==> src/rtl/fano_bit_packer.sv <==
// ---------------------------------------------------------------------------
// fano_bit_packer
//
// Packs the decoded bit stream of one Fano decoder channel into DATA_WIDTH-bit
// words. Words are buffered in a small FIFO and emitted on an AXI-Stream
// master toward the DMA / packet framer. One instance is used per channel.
//
// A word is closed when:
//   - its last slot is filled (tuser = DATA_WIDTH, tlast = 0), or
//   - a flush event occurs with at least one bit held (tuser = bit count,
//     tlast = 1).
// A flush event is an i_flush pulse or a falling edge of i_is_sync.
//
// Ports
//   clk             clock, single domain
//   reset_n         asynchronous active-low reset
//   i_vld           decoded bit strobe
//   i_dec_sym       decoded bit
//   i_is_sync       decoder in sync; bits are accepted only while 1
//   i_flush         one-cycle pulse: close the partial word
//   m_axis_tdata    packed word
//   m_axis_tuser    number of valid bits in the beat (1..DATA_WIDTH)
//   m_axis_tlast    beat closed by flush or sync loss
//   m_axis_tvalid   beat valid (FIFO not empty)
//   m_axis_tready   sink ready
//   o_fifo_level    words currently stored (0..FIFO_DEPTH)
//   o_overflow_cnt  words dropped because the FIFO was full; saturates
//
// Handshake: a beat transfers on every rising clk edge where tvalid && tready
// are both 1. tvalid never depends on tready, and tdata/tuser/tlast hold
// steady while tvalid && !tready. When tvalid is 0 the payload outputs are 0.
// ---------------------------------------------------------------------------
module fano_bit_packer #(
  parameter int DATA_WIDTH = 32,
  parameter int FIFO_DEPTH = 16,
  parameter bit MSB_FIRST  = 1'b1
) (
  input  logic                            clk,
  input  logic                            reset_n,
  input  logic                            i_vld,
  input  logic                            i_dec_sym,
  input  logic                            i_is_sync,
  input  logic                            i_flush,
  output logic [DATA_WIDTH-1:0]           m_axis_tdata,
  output logic [$clog2(DATA_WIDTH):0]     m_axis_tuser,
  output logic                            m_axis_tlast,
  output logic                            m_axis_tvalid,
  input  logic                            m_axis_tready,
  output logic [$clog2(FIFO_DEPTH):0]     o_fifo_level,
  output logic [15:0]                     o_overflow_cnt
);

  localparam int CNT_W = $clog2(DATA_WIDTH) + 1;
  localparam int PTR_W = $clog2(FIFO_DEPTH);
  localparam int LVL_W = PTR_W + 1;

  localparam logic [CNT_W-1:0] LAST_SLOT  = CNT_W'(DATA_WIDTH - 1);
  localparam logic [LVL_W-1:0] LEVEL_FULL = LVL_W'(FIFO_DEPTH);

  // -------------------------------------------------------------------------
  // Packer state
  // -------------------------------------------------------------------------
  logic [DATA_WIDTH-1:0] acc;        // partial word, unused bits held at 0
  logic [CNT_W-1:0]      bit_cnt;    // slot of the next accepted bit
  logic                  sync_q;     // i_is_sync from the previous cycle

  logic                  accept;
  logic                  flush_evt;
  logic [CNT_W-1:0]      slot_pos;   // bit position in acc for this slot
  logic [DATA_WIDTH-1:0] acc_next;
  logic [CNT_W-1:0]      cnt_after;  // bits held once this cycle's bit is in
  logic                  word_full;
  logic                  close_word;

  assign accept    = i_vld & i_is_sync;
  // Sync loss behaves like a flush so a partial word is not left stranded.
  assign flush_evt = i_flush | (sync_q & ~i_is_sync);

  assign slot_pos  = MSB_FIRST ? (LAST_SLOT - bit_cnt) : bit_cnt;
  assign cnt_after = bit_cnt + {{(CNT_W-1){1'b0}}, accept};
  assign word_full = accept & (bit_cnt == LAST_SLOT);
  // A flush counts the bit arriving in the same cycle, so the word closes
  // with that bit included.
  assign close_word = word_full | (flush_evt & (cnt_after != '0));

  always_comb begin
    acc_next = acc;
    for (int i = 0; i < DATA_WIDTH; i++) begin
      if (accept && (slot_pos == CNT_W'(i))) begin
        acc_next[i] = i_dec_sym;
      end
    end
  end

  always_ff @(posedge clk or negedge reset_n) begin
    if (!reset_n) begin
      acc     <= '0;
      bit_cnt <= '0;
      sync_q  <= 1'b0;
    end else begin
      sync_q <= i_is_sync;
      // The packer restarts after every close, even if the FIFO drops it.
      if (close_word) begin
        acc     <= '0;
        bit_cnt <= '0;
      end else if (accept) begin
        acc     <= acc_next;
        bit_cnt <= cnt_after;
      end
    end
  end

  // -------------------------------------------------------------------------
  // Output FIFO
  // -------------------------------------------------------------------------
  logic [DATA_WIDTH-1:0] mem_data [FIFO_DEPTH];
  logic [CNT_W-1:0]      mem_user [FIFO_DEPTH];
  logic                  mem_last [FIFO_DEPTH];

  logic [PTR_W-1:0] wr_ptr;
  logic [PTR_W-1:0] rd_ptr;
  logic [LVL_W-1:0] level;

  logic fifo_full;
  logic fifo_empty;
  logic pop;
  logic push;
  logic drop;

  assign fifo_full  = (level == LEVEL_FULL);
  assign fifo_empty = (level == '0);
  assign pop        = ~fifo_empty & m_axis_tready;
  // A full FIFO can still take a word when a beat leaves in the same cycle;
  // the write lands in the slot being vacated.
  assign push       = close_word & (~fifo_full | pop);
  assign drop       = close_word & fifo_full & ~pop;

  always_ff @(posedge clk) begin
    if (push) begin
      mem_data[wr_ptr] <= acc_next;
      mem_user[wr_ptr] <= cnt_after;
      mem_last[wr_ptr] <= flush_evt;
    end
  end

  always_ff @(posedge clk or negedge reset_n) begin
    if (!reset_n) begin
      wr_ptr <= '0;
      rd_ptr <= '0;
      level  <= '0;
    end else begin
      if (push) begin
        wr_ptr <= wr_ptr + 1'b1;
      end
      if (pop) begin
        rd_ptr <= rd_ptr + 1'b1;
      end
      if (push && !pop) begin
        level <= level + 1'b1;
      end else if (pop && !push) begin
        level <= level - 1'b1;
      end
    end
  end

  always_ff @(posedge clk or negedge reset_n) begin
    if (!reset_n) begin
      o_overflow_cnt <= '0;
    end else if (drop && (o_overflow_cnt != 16'hFFFF)) begin
      o_overflow_cnt <= o_overflow_cnt + 16'd1;
    end
  end

  // Payload outputs are forced to 0 while empty so reset shows all zeros.
  assign m_axis_tvalid = ~fifo_empty;
  assign m_axis_tdata  = fifo_empty ? '0   : mem_data[rd_ptr];
  assign m_axis_tuser  = fifo_empty ? '0   : mem_user[rd_ptr];
  assign m_axis_tlast  = fifo_empty ? 1'b0 : mem_last[rd_ptr];
  assign o_fifo_level  = level;

endmodule
==> config.mk <==
export PLATFORM = sky130hd
export DESIGN_NAME = fano_bit_packer
export DESIGN_NICKNAME = d
export VERILOG_FILES = /design/src/rtl/fano_bit_packer.sv
export SDC_FILE = /design/constraint.sdc
export NUM_CORES = 1
export LEC_CHECK = 0
export ABC_CLOCK_PERIOD_IN_PS = 4860
export BUFFER_PORTS_ARGS = -buffer_cell sky130_fd_sc_hd__buf_2
export CAP_MARGIN = 15
export CELL_PAD_IN_SITES_DETAIL_PLACEMENT = 0
export CELL_PAD_IN_SITES_GLOBAL_PLACEMENT = 1
export CORE_MARGIN = 1.5
export CORE_UTILIZATION = 40
export DETAILED_ROUTE_END_ITERATION = 10
export PLACE_DENSITY_LB_ADDON = 0.1
export SYNTH_ARGS = -nofsm -noshare
export SYNTH_HDL_FRONTEND = slang
export SYNTH_SLANG_ARGS = --single-unit
==> constraint.sdc <==
create_clock -name clk -period 4.86 [get_ports clk]
set_input_delay 0.729 -clock clk [delete_from_list [all_inputs] [get_ports clk]]
set_output_delay 0.729 -clock clk [all_outputs]
set_load 0.005 [all_outputs]
-- After elaboration in Yosys (flattened, before gate mapping)
Memory sizes are Yosys's and may differ from the RTL's.
Cells that the tools add are included.
- flip-flop bits (word level): 68
- bits in writable memories: 624
- input port bits: 7
- output and inout bits: 61
- logic and storage cells: 151
- memories kept: 3
- add/subtract/negate cells: 7
- equality and inequality tests: 34
- muxes and demuxes: 43
- bitwise operators: 15
- reduce and logical (&&, ||, !) cells: 42
- memory list (name ; words ; bits a word ; read ports ; clocked after memory_dff ; write ports ; line ; text):
    mem_data ; 16 ; 32 ; 1 ; 0 ; 1 ; 116 ; logic [DATA_WIDTH-1:0] mem_data [FIFO_DEPTH];
    mem_user ; 16 ; 6 ; 1 ; 0 ; 1 ; 117 ; logic [CNT_W-1:0] mem_user [FIFO_DEPTH];
    mem_last ; 16 ; 1 ; 1 ; 0 ; 1 ; 118 ; logic mem_last [FIFO_DEPTH];
- operator list (operator ; number):
    == test 6 x 5 -> 1 bit, second input constant ; 17
    2-to-1 mux 32 bit ; 3
    == test 6 x 4 -> 1 bit, second input constant ; 8
    logical AND 1 bit ; 35
    2-to-1 mux 1 bit ; 35
    == test 6 x 3 -> 1 bit, second input constant ; 4
    2-to-1 mux 6 bit ; 3
    adder 16 x 1 -> 16 bit, second input constant ; 1
    != test 16 bit, second input constant ; 1
    == test 6 x 2 -> 1 bit, second input constant ; 2
    2-to-1 mux 5 bit ; 2
    adder 4 x 1 -> 4 bit, second input constant ; 2
    AND 1 bit ; 8
    adder 6 x 1 -> 6 bit ; 1
    == test 6 x 1 -> 1 bit, second input constant ; 1
    zero test 6 bit ; 1
    nonzero test 6 bit ; 1
    subtractor 5 x 6 -> 6 bit, first input constant ; 1
    adder 5 x 1 -> 5 bit, second input constant ; 1
    == test 5 bit, second input constant ; 1
    zero test 5 bit ; 1
    subtractor 5 x 1 -> 5 bit, second input constant ; 1
    inverter 1 bit ; 4
    nonzero test 2 bit ; 2
    other kinds (2) ; 5

-- Longest topological paths before layout
Gate-level depths: netlist (run 1).
- depth after elaboration: 10
- gate-level depth with buffers: 17
- depth with buffers taken out: 15

-- Least setup slack after synthesis (run 1)
Ideal clock, no wire load.
- kind: input-to-reg
- from: input port i_vld
- to: memory mem_data[0][0] (enable)
- library setup time: 0.484 ns
- arrival time: 5.149 ns
- required time: 4.376 ns
- slack: -0.772 ns
- stages: 9
- path buffers: 1
- cell sequence: and3_1 ha_1 nand3_1 xnor2_1 or4_4 o31a_1 buf_2 nand3_1 nor3_1
- longest elaborated chain between the ends: 8
- elaborated cells on any way between the ends: 9
- classes of those cells: add/sub: 1; mux: 2; bitwise: 5; reduce/logical: 1
- RTL lines (element ; line ; text):
    start, declared ; 40 ; input logic i_vld,
    AND 1 bit ; 75 ; assign accept = i_vld & i_is_sync;
    adder 6 x 1 -> 6 bit ; 80 ; assign cnt_after = bit_cnt + {{(CNT_W-1){1'b0}}, accept};
    net cnt_after[4] ; 71 ; logic [CNT_W-1:0] cnt_after;
    nonzero test 6 bit ; 84 ; assign close_word = word_full | (flush_evt & (cnt_after != '0));
    AND 1 bit ; 84 ;
    OR 1 bit ; 84 ;
    AND 1 bit ; 135 ; assign push = close_word & (~fifo_full | pop);
    2-to-1 mux 1 bit ; 139 ; if (push) begin
    2-to-1 mux 1 bit (not written as such) ; 140 ; mem_data[wr_ptr] <= acc_next;
    end, declared ; 116 ;
The timed path passes the listed nets, and every way through them passes these cells.

-- Worst setup path in the final report (run 1)
- from: register rd_ptr[1]
- to: output port m_axis_tdata[10]
- longest elaborated chain between the ends: 2
- RTL lines (element ; line ; text):
    start, declared ; 121 ; logic [PTR_W-1:0] rd_ptr;
    start signal, assigned ; 156 ; rd_ptr <= rd_ptr + 1'b1;
    memory (16 x 32 bit) ; n/a ;
    2-to-1 mux 32 bit ; 176 ; assign m_axis_tdata = fifo_empty ? '0 : mem_data[rd_ptr];
    end, declared ; 44 ; output logic [DATA_WIDTH-1:0] m_axis_tdata,
Every way passes these cells.

==> results of run 1 <==
==> through the flow <==
stage | cells | instance area [µm²] | utilization [%] | worst slack, ps
final | 2342 | 31600 | 46.88 | 1089
after global routing | 2338 | 31590 | 46.87 | 798.4
after global placement | 2199 | 29120 | 43.21 | -17.29
after floorplan | 1272 | 27390 | - | 267.3
after CTS | 2337 | 31580 | 46.86 | 337.8
after detailed placement | 2199 | 29120 | 43.21 | -148.7
==> flip-flops by register name, summed over array words and instances, names as in the netlist <==
register / cells
mem_user: 96
mem_last: 16
sync_q: 1
o_overflow_cnt: 16
acc: 32
bit_cnt: 6
rd_ptr: 4
o_fifo_level: 5
wr_ptr: 4
mem_data: 512
==> layout make-up <==
cell class	instances	area (µm²)	share of cell area, %
Tap cell	873	1092	3.457
Sequential cell	692	20450	64.73
Clock buffer	96	2102	6.652
Inverter	12	45.04	0.1426
Clock inverter	42	359.1	1.136
Multi-Input combinational cell	501	6699	21.20
Antenna cell	4	10.01	0.03168
Timing Repair Buffer	122	838.3	2.653
==> final timing paths <==
kind	start	endpoint	slack (ps)	depth (start not counted)
min in group clk	i_is_sync	sync_q$_DFF_PN0_	360	2
worst max-delay path	rd_ptr[1]$_DFFE_PN0N_	m_axis_tdata[10]	1090	5
worst min-delay path	reset_n	o_fifo_level[2]$_DFFE_PN0P_	240	1
max in group asynchronous	reset_n	rd_ptr[1]$_DFFE_PN0N_	3860	1
worst max register to register	bit_cnt[1]$_DFFE_PN0P_	mem_user[15][3]$_DFFE_PP_	1090	7
worst min register to register	o_overflow_cnt[7]$_DFFE_PN0P_	o_overflow_cnt[7]$_DFFE_PN0P_	490	1
==> worst reg2reg max path, delay by kind of cell, from the launching register on <==
kind | cells | cell delay (ps)
AO/OA/AOI/OAI | 1 | 450
XOR/XNOR | 1 | 150
buffers and inverters | 1 | 500
flip-flops | 1 | 520
AND/OR/NAND/NOR | 4 | 1790
==> per-layer routing <==
metal | global-route usage, % | routed length (µm) | up-vias
li1 | - | - | 5473
met1 | 26.32 | 28290 | 6880
met2 | 30.10 | 30930 | 259
met3 | 2.712 | 2533 | 74
met4 | 5.048 | 1061 | 0
met5 | 0 | 0 | -
==> kinds of logic after synthesis <==
logic type,synth area share [%]
AOI/OAI and AO/OA,0.3337
and+or+nand+nor,4.329
xor gates and xnor gates,1.193
buffers and inverters,1.349
DFF,74.68
muxes,17.49
adders and majority gates,0.6217
==> layout by cell type (no fill, tap or decap), drive strengths merged, types with 9 or more instances in the layout <==
master / netlist / layout
nor4: 12 / 12
nand2: 37 / 37
dfrtp: 68 / 68
mux4: 195 / 195
ha: 12 / 12
mux2: 34 / 34
clkbuf: 24 / 96
edfxtp: 624 / 624
xnor2: 12 / 12
nor2: 31 / 31
clkinv: 0 / 33
nor3: 9 / 9
inv: 12 / 15
xor2: 21 / 21
buf: 43 / 122
nand3: 20 / 20
and2: 76 / 76
==> power by group <==
group	internal (mW)	switching (mW)	leakage (nW)	total (mW)
logic	2.08	1.97	2.76	4.06
clock network	3.34	2.32	1.22	5.66
registers	6.74	0.300	6.65	7.04
total	12.2	4.59	10.6	16.8
==> flow_summary_export.csv, run 1 <==
group,metric,value,unit
placed_design,place.detailed.hpwl,35330,µm
synthesis,ys_seq_area_share,74.68,%
clock_tree,clkSlewWorstSetupHoldPaths,60,ps
global_route,antenna_found_initial,3,
routing,vias_per_cell,5.417,
routing,drt-total-wl,62820,µm
power,report.power.total,16.76,mW
sta,period_needed,3771,ps
die,core_area,67400,µm²
clock_tree,clock_sinks,692,
sta,skew,23.58,ps
clock_tree,cts_resized,0,
power,leakagePower,10.63,nW
sta,fin_crit_sh,77.60,%
die,die_x,264.6,µm
global_route,grt_pass1_wl,93660,µm
sta,finalHoldViolCount,0,
routing,drt_iter0_drc,1209,
global_route,grt_pass1_vias,13506,
clock_tree,clkLatencyLatePin,610,ps
synthesis,synth_common_cells,"624 x edfxtp_1, 195 x mux4_2, 75 x and2_1",
sta,fmax,265.2,MHz
setup_path,required,4130,ps
synthesis,synth-main-ff-cell,"edfxtp_1",
cells_and_area,n_fill_cell,5564,
sta,whs,240.5,ps
synthesis,async_reset_ff_share,9.827,%
routing,drc_errors,0,
placed_design,port-buffer-count,67,
synthesis,synth_area_leaders,"edfxtp_1 68%, mux4_2 16%, dfrtp_1 6.2%, and2_1 1.7%, mux2_2 1.4%",
clock_tree,cts_tree,"done",
sta,fin_setup_tns,0,ps
setup_path,worstPathMaxFanout,52,
synthesis,yosysMostFrequentCell,"edfxtp_1",
power,pwr_density_cell,530.3,nW/µm²
clock_tree,cts.root.buffer_cell,"clkbuf_16",
routing,via_count,12686,
power,ir_drop,0.0003850,V
routing,first_pass_iters,5,
clock_tree,cts_max_level,3,
die,die_y,264.6,µm
setup_path,cpMostUsedCell,"mux4_2",
sta,setup_viol,0,
synthesis,synth_cells,1272,
die,core.rowCount,95,
synthesis,yosys_warnings,0,
setup_path,critPathMaxStageDelay,650,ps
sta,drv_slew,0,
global_route,grtUsageTotal,18.54,%
synthesis,syn_nets,1292,
setup_path,cp.arrival,3040,ps
setup_path,worstSetupPathType,"flip-flop to output pin",
synthesis,synth.avg_cell_area,21.52,µm²
sta,tightest_slew,1053,ps
synthesis,ys_seq_elements,692,
setup_path,worstSetupEndpointType,"output pin",
setup_path,crit_path_cell_trace,"buf_4 -> mux4_2 -> mux4_2 -> and2_1 -> buf_2",
die,boundaryPins,68,
placed_design,place_congestion,0.7367,
synthesis,synth_edf_count,624,
sta,slew_headroom,29.60,%
routing,wl_per_cell,26.82,µm
sta,rsz0062_at_grt,"no",
clock_tree,clockBufferDepth,3,
die,die-area,70000,µm²
setup_path,slowest_stage,"buf_4",
flow_run,cap_violations,0,
setup_path,cp-start-kind,"flip-flop",
synthesis,yosysTopAreaCellShare,68.46,%
clock_tree,cts_buffers,76,
synthesis,synth_area,27370,µm²
setup_path,crit_family,"multiplexers",
min_path,hold_path.class,"primary input to asynchronous set/reset pin",
global_route,overflow,0,
clock_tree,cts_hold_buf,0,
routing,postRouteAntennaNets,0,
cells_and_area,area_delta_synth_final,15.45,%
synthesis,synth_top_area_cell,"edfxtp_1",
cells_and_area,nets,1425,
cells_and_area,drive_gt1_share,34.06,%
global_route,grt_max_degree,106,
die,start_util,40.61,%
clock_tree,post_cts_buffers,0,
synthesis,synth_cell_type_count,50,
setup_path,critical_path_buf_inv_count,2,
run_status,outcome,"complete, no violations",
Note: power is estimated with default switching activity, not from simulation.
==> inputs of run 2 (changes only) <==
--- a/config.mk
+++ b/config.mk
@@ -5,7 +5,7 @@
 export SDC_FILE = /design/constraint.sdc
 export NUM_CORES = 1
 export LEC_CHECK = 0
-export ABC_CLOCK_PERIOD_IN_PS = 4860
+export ABC_CLOCK_PERIOD_IN_PS = 3230
 export BUFFER_PORTS_ARGS = -buffer_cell sky130_fd_sc_hd__buf_2
 export CAP_MARGIN = 15
 export CELL_PAD_IN_SITES_DETAIL_PLACEMENT = 0
==> constraint.sdc (replaced) <==
create_clock -name clk -period 3.23 [get_ports clk]
set_input_delay 0.4845 -clock clk [delete_from_list [all_inputs] [get_ports clk]]
set_output_delay 0.4845 -clock clk [all_outputs]
set_load 0.005 [all_outputs]
==> flow_summary_export.csv, run 2 (synthesis gave the netlist of run 1 again) <==
group,metric,value,unit
clock_tree,clock_sinks,692,
sta,slew_headroom,48.68,%
power,combPwrFrac,30.2,%
placed_design,place_congestion,0.7239,
global_route,grt_max_degree,61,
power,power_frac_clock,30.1,%
global_route,overflow,0,
placed_design,port-buffer-count,67,
clock_tree,clockBufferDepth,3,
run_status,outcome,"finished, violations left",
setup_path,worstPathMaxFanout,7,
sta,fin_crit_sh,103.1,%
clock_tree,cts_tree,"done",
setup_path,cp.arrival,2850,ps
global_route,grtUsageTotal,18.65,%
cells_and_area,final_common_cell,"edfxtp_1",
die,core.rowCount,95,
die,boundaryPins,68,
power,pwr_density_cell,801.3,nW/µm²
cells_and_area,area_delta_synth_final,20.77,%
setup_path,worstSetupPathType,"flip-flop to output pin",
cells_and_area,antenna_cells,0,
global_route,grt_pass1_vias,13972,
sta,fmax,300.2,MHz
routing,wl_per_cell,26.40,µm
power,p_int,19.22,mW
die,die-area,70000,µm²
routing,via_count,13074,
sta,fin_setup_tns,-2132,ps
setup_path,required,2750,ps
clock_tree,cts_buffers,75,
flow_run,cap_violations,0,
cells_and_area,nets,1499,
sta,period_needed,3331,ps
die,die_x,264.6,µm
cells_and_area,fin_util,49.05,%
clock_tree,cts.root.buffer_cell,"clkbuf_16",
power,leakagePower,11.23,nW
die,die_y,264.6,µm
cells_and_area,regMostFlops,"mem_data",
global_route,antenna_found_initial,1,
sta,setup_ws,-101.1,ps
power,seqPwrFrac,39.7,%
sta,rsz0062_at_grt,"yes",
global_route,grt_pass1_wl,94590,µm
clock_tree,clkSlewWorstSetupHoldPaths,60,ps
power,p_switching,7.267,mW
sta,whs,200.9,ps
die,start_util,40.61,%
sta,skew,16.04,ps
placed_design,place_inst,2242,
sta,tightest_slew,768.2,ps
cells_and_area,drive_gt1_share,37.81,%
power,p_sw_share,27.43,%
setup_path,cp-start-kind,"flip-flop",
clock_tree,clkLatencyLatePin,610,ps
die,core_area,67400,µm²
routing,drt_iter0_drc,987,
sta,setup_viol,35,
cells_and_area,stdcell_area,33060,µm²
setup_path,worstSetupEndpointType,"output pin",
placed_design,dpl_cell_area,30090,µm²
routing,vias_per_cell,5.432,
cells_and_area,largest_reg_flops,512,
min_path,hold_path.class,"primary input to flip-flop",
power,report.power.total,26.49,mW
placed_design,place.detailed.hpwl,36790,µm
routing,first_pass_iters,4,
cells_and_area,layout_common_cells,"624 x edfxtp_1, 195 x mux4_2, 78 x clkbuf_16, 64 x dfrtp_1, 63 x and2_1",
sta,finalHoldViolCount,0,
cells_and_area,stdcell_count,2407,
power,ir_drop,0.0005282,V
sta,drv_slew,0,
cells_and_area,reg_top3,"mem_data x512, mem_user x96, acc x32",
routing,drc_errors,0,
routing,drt-total-wl,63550,µm
placed_design,dp_slack,-239.7,ps
clock_tree,cts_max_level,3,
routing,postRouteAntennaNets,0,
run_status,violations,"negative setup slack",
## run 2: cell types whose count changed in the layout (fill, tap and decap cells not counted), moves of 11 or more
cell    delta
and2_1    -12
and2_4    +12
buf_12    +41
buf_16    +16
buf_4     +11
buf_6     +12
## run 2: metal layers
metal	global-route usage [%]	share of wire, %	routed length [µm]	up-vias
met5	0	0	0	-
met4	4.473	1.4	879	0
met3	2.833	4.4	2789	73
met2	29.82	48	30780	279
met1	27.10	46	29100	7098
li1	-	-	-	5624
## run 2: critical path, stage by stage (launching register included)
cell and delay, ps:
dfrtp_4 510, buf_12 160, buf_4 140, buf_12 140, mux4_2 440, mux4_2 540
and2_4 190, buf_6 110
## run 2: path summary, 6_finish.rpt
path                                               start                            end  slack, ps  cells past startpoint
setup / recovery                   rd_ptr[0]$_DFFE_PN0N_                m_axis_tdata[8]       -100                      7
hold / removal                                 i_is_sync               sync_q$_DFF_PN0_        200                      2
setup reg to reg                  bit_cnt[0]$_DFFE_PN0P_    o_fifo_level[4]$_DFFE_PN0P_         90                     15
hold reg to reg            o_overflow_cnt[7]$_DFFE_PN0P_  o_overflow_cnt[7]$_DFFE_PN0P_        490                      1
max in group asynchronous                        reset_n            acc[12]$_DFFE_PN0P_       2170                      3
min in group asynchronous                        reset_n    o_fifo_level[0]$_DFFE_PN0P_        350                      2
## run 2: layout make-up
cell class                 count  area, µm²
tap                          873       1092
inverter                      12      45.04
timing repair buffer         197       2357
clock inverter                38      281.5
clock buffer                  94       1979
sequential                   692      20450
fill                        5457      34340
multi-input combinational    501       6848
## run 2: timing repair
item,4_1_cts,5_1_grt
endpoints found under the setup margin,39,69
pin swaps,0,1
hold buffers,1,0
buffers inserted,14,8
hold endpoints to repair,24,0
gates resized for setup,23,32
cloned,10,2
## run 2: power groups by stage
stage                     clock, mW  sequential, mW  combinational (mW)
final                          7.97            10.5                8.01
after global routing           8.51            10.6                8.57
after CTS                      8.19            10.5                7.80
after detailed placement          0            10.7                6.88
after global placement            0            10.7                6.88
after floorplan                   0            10.4                4.44
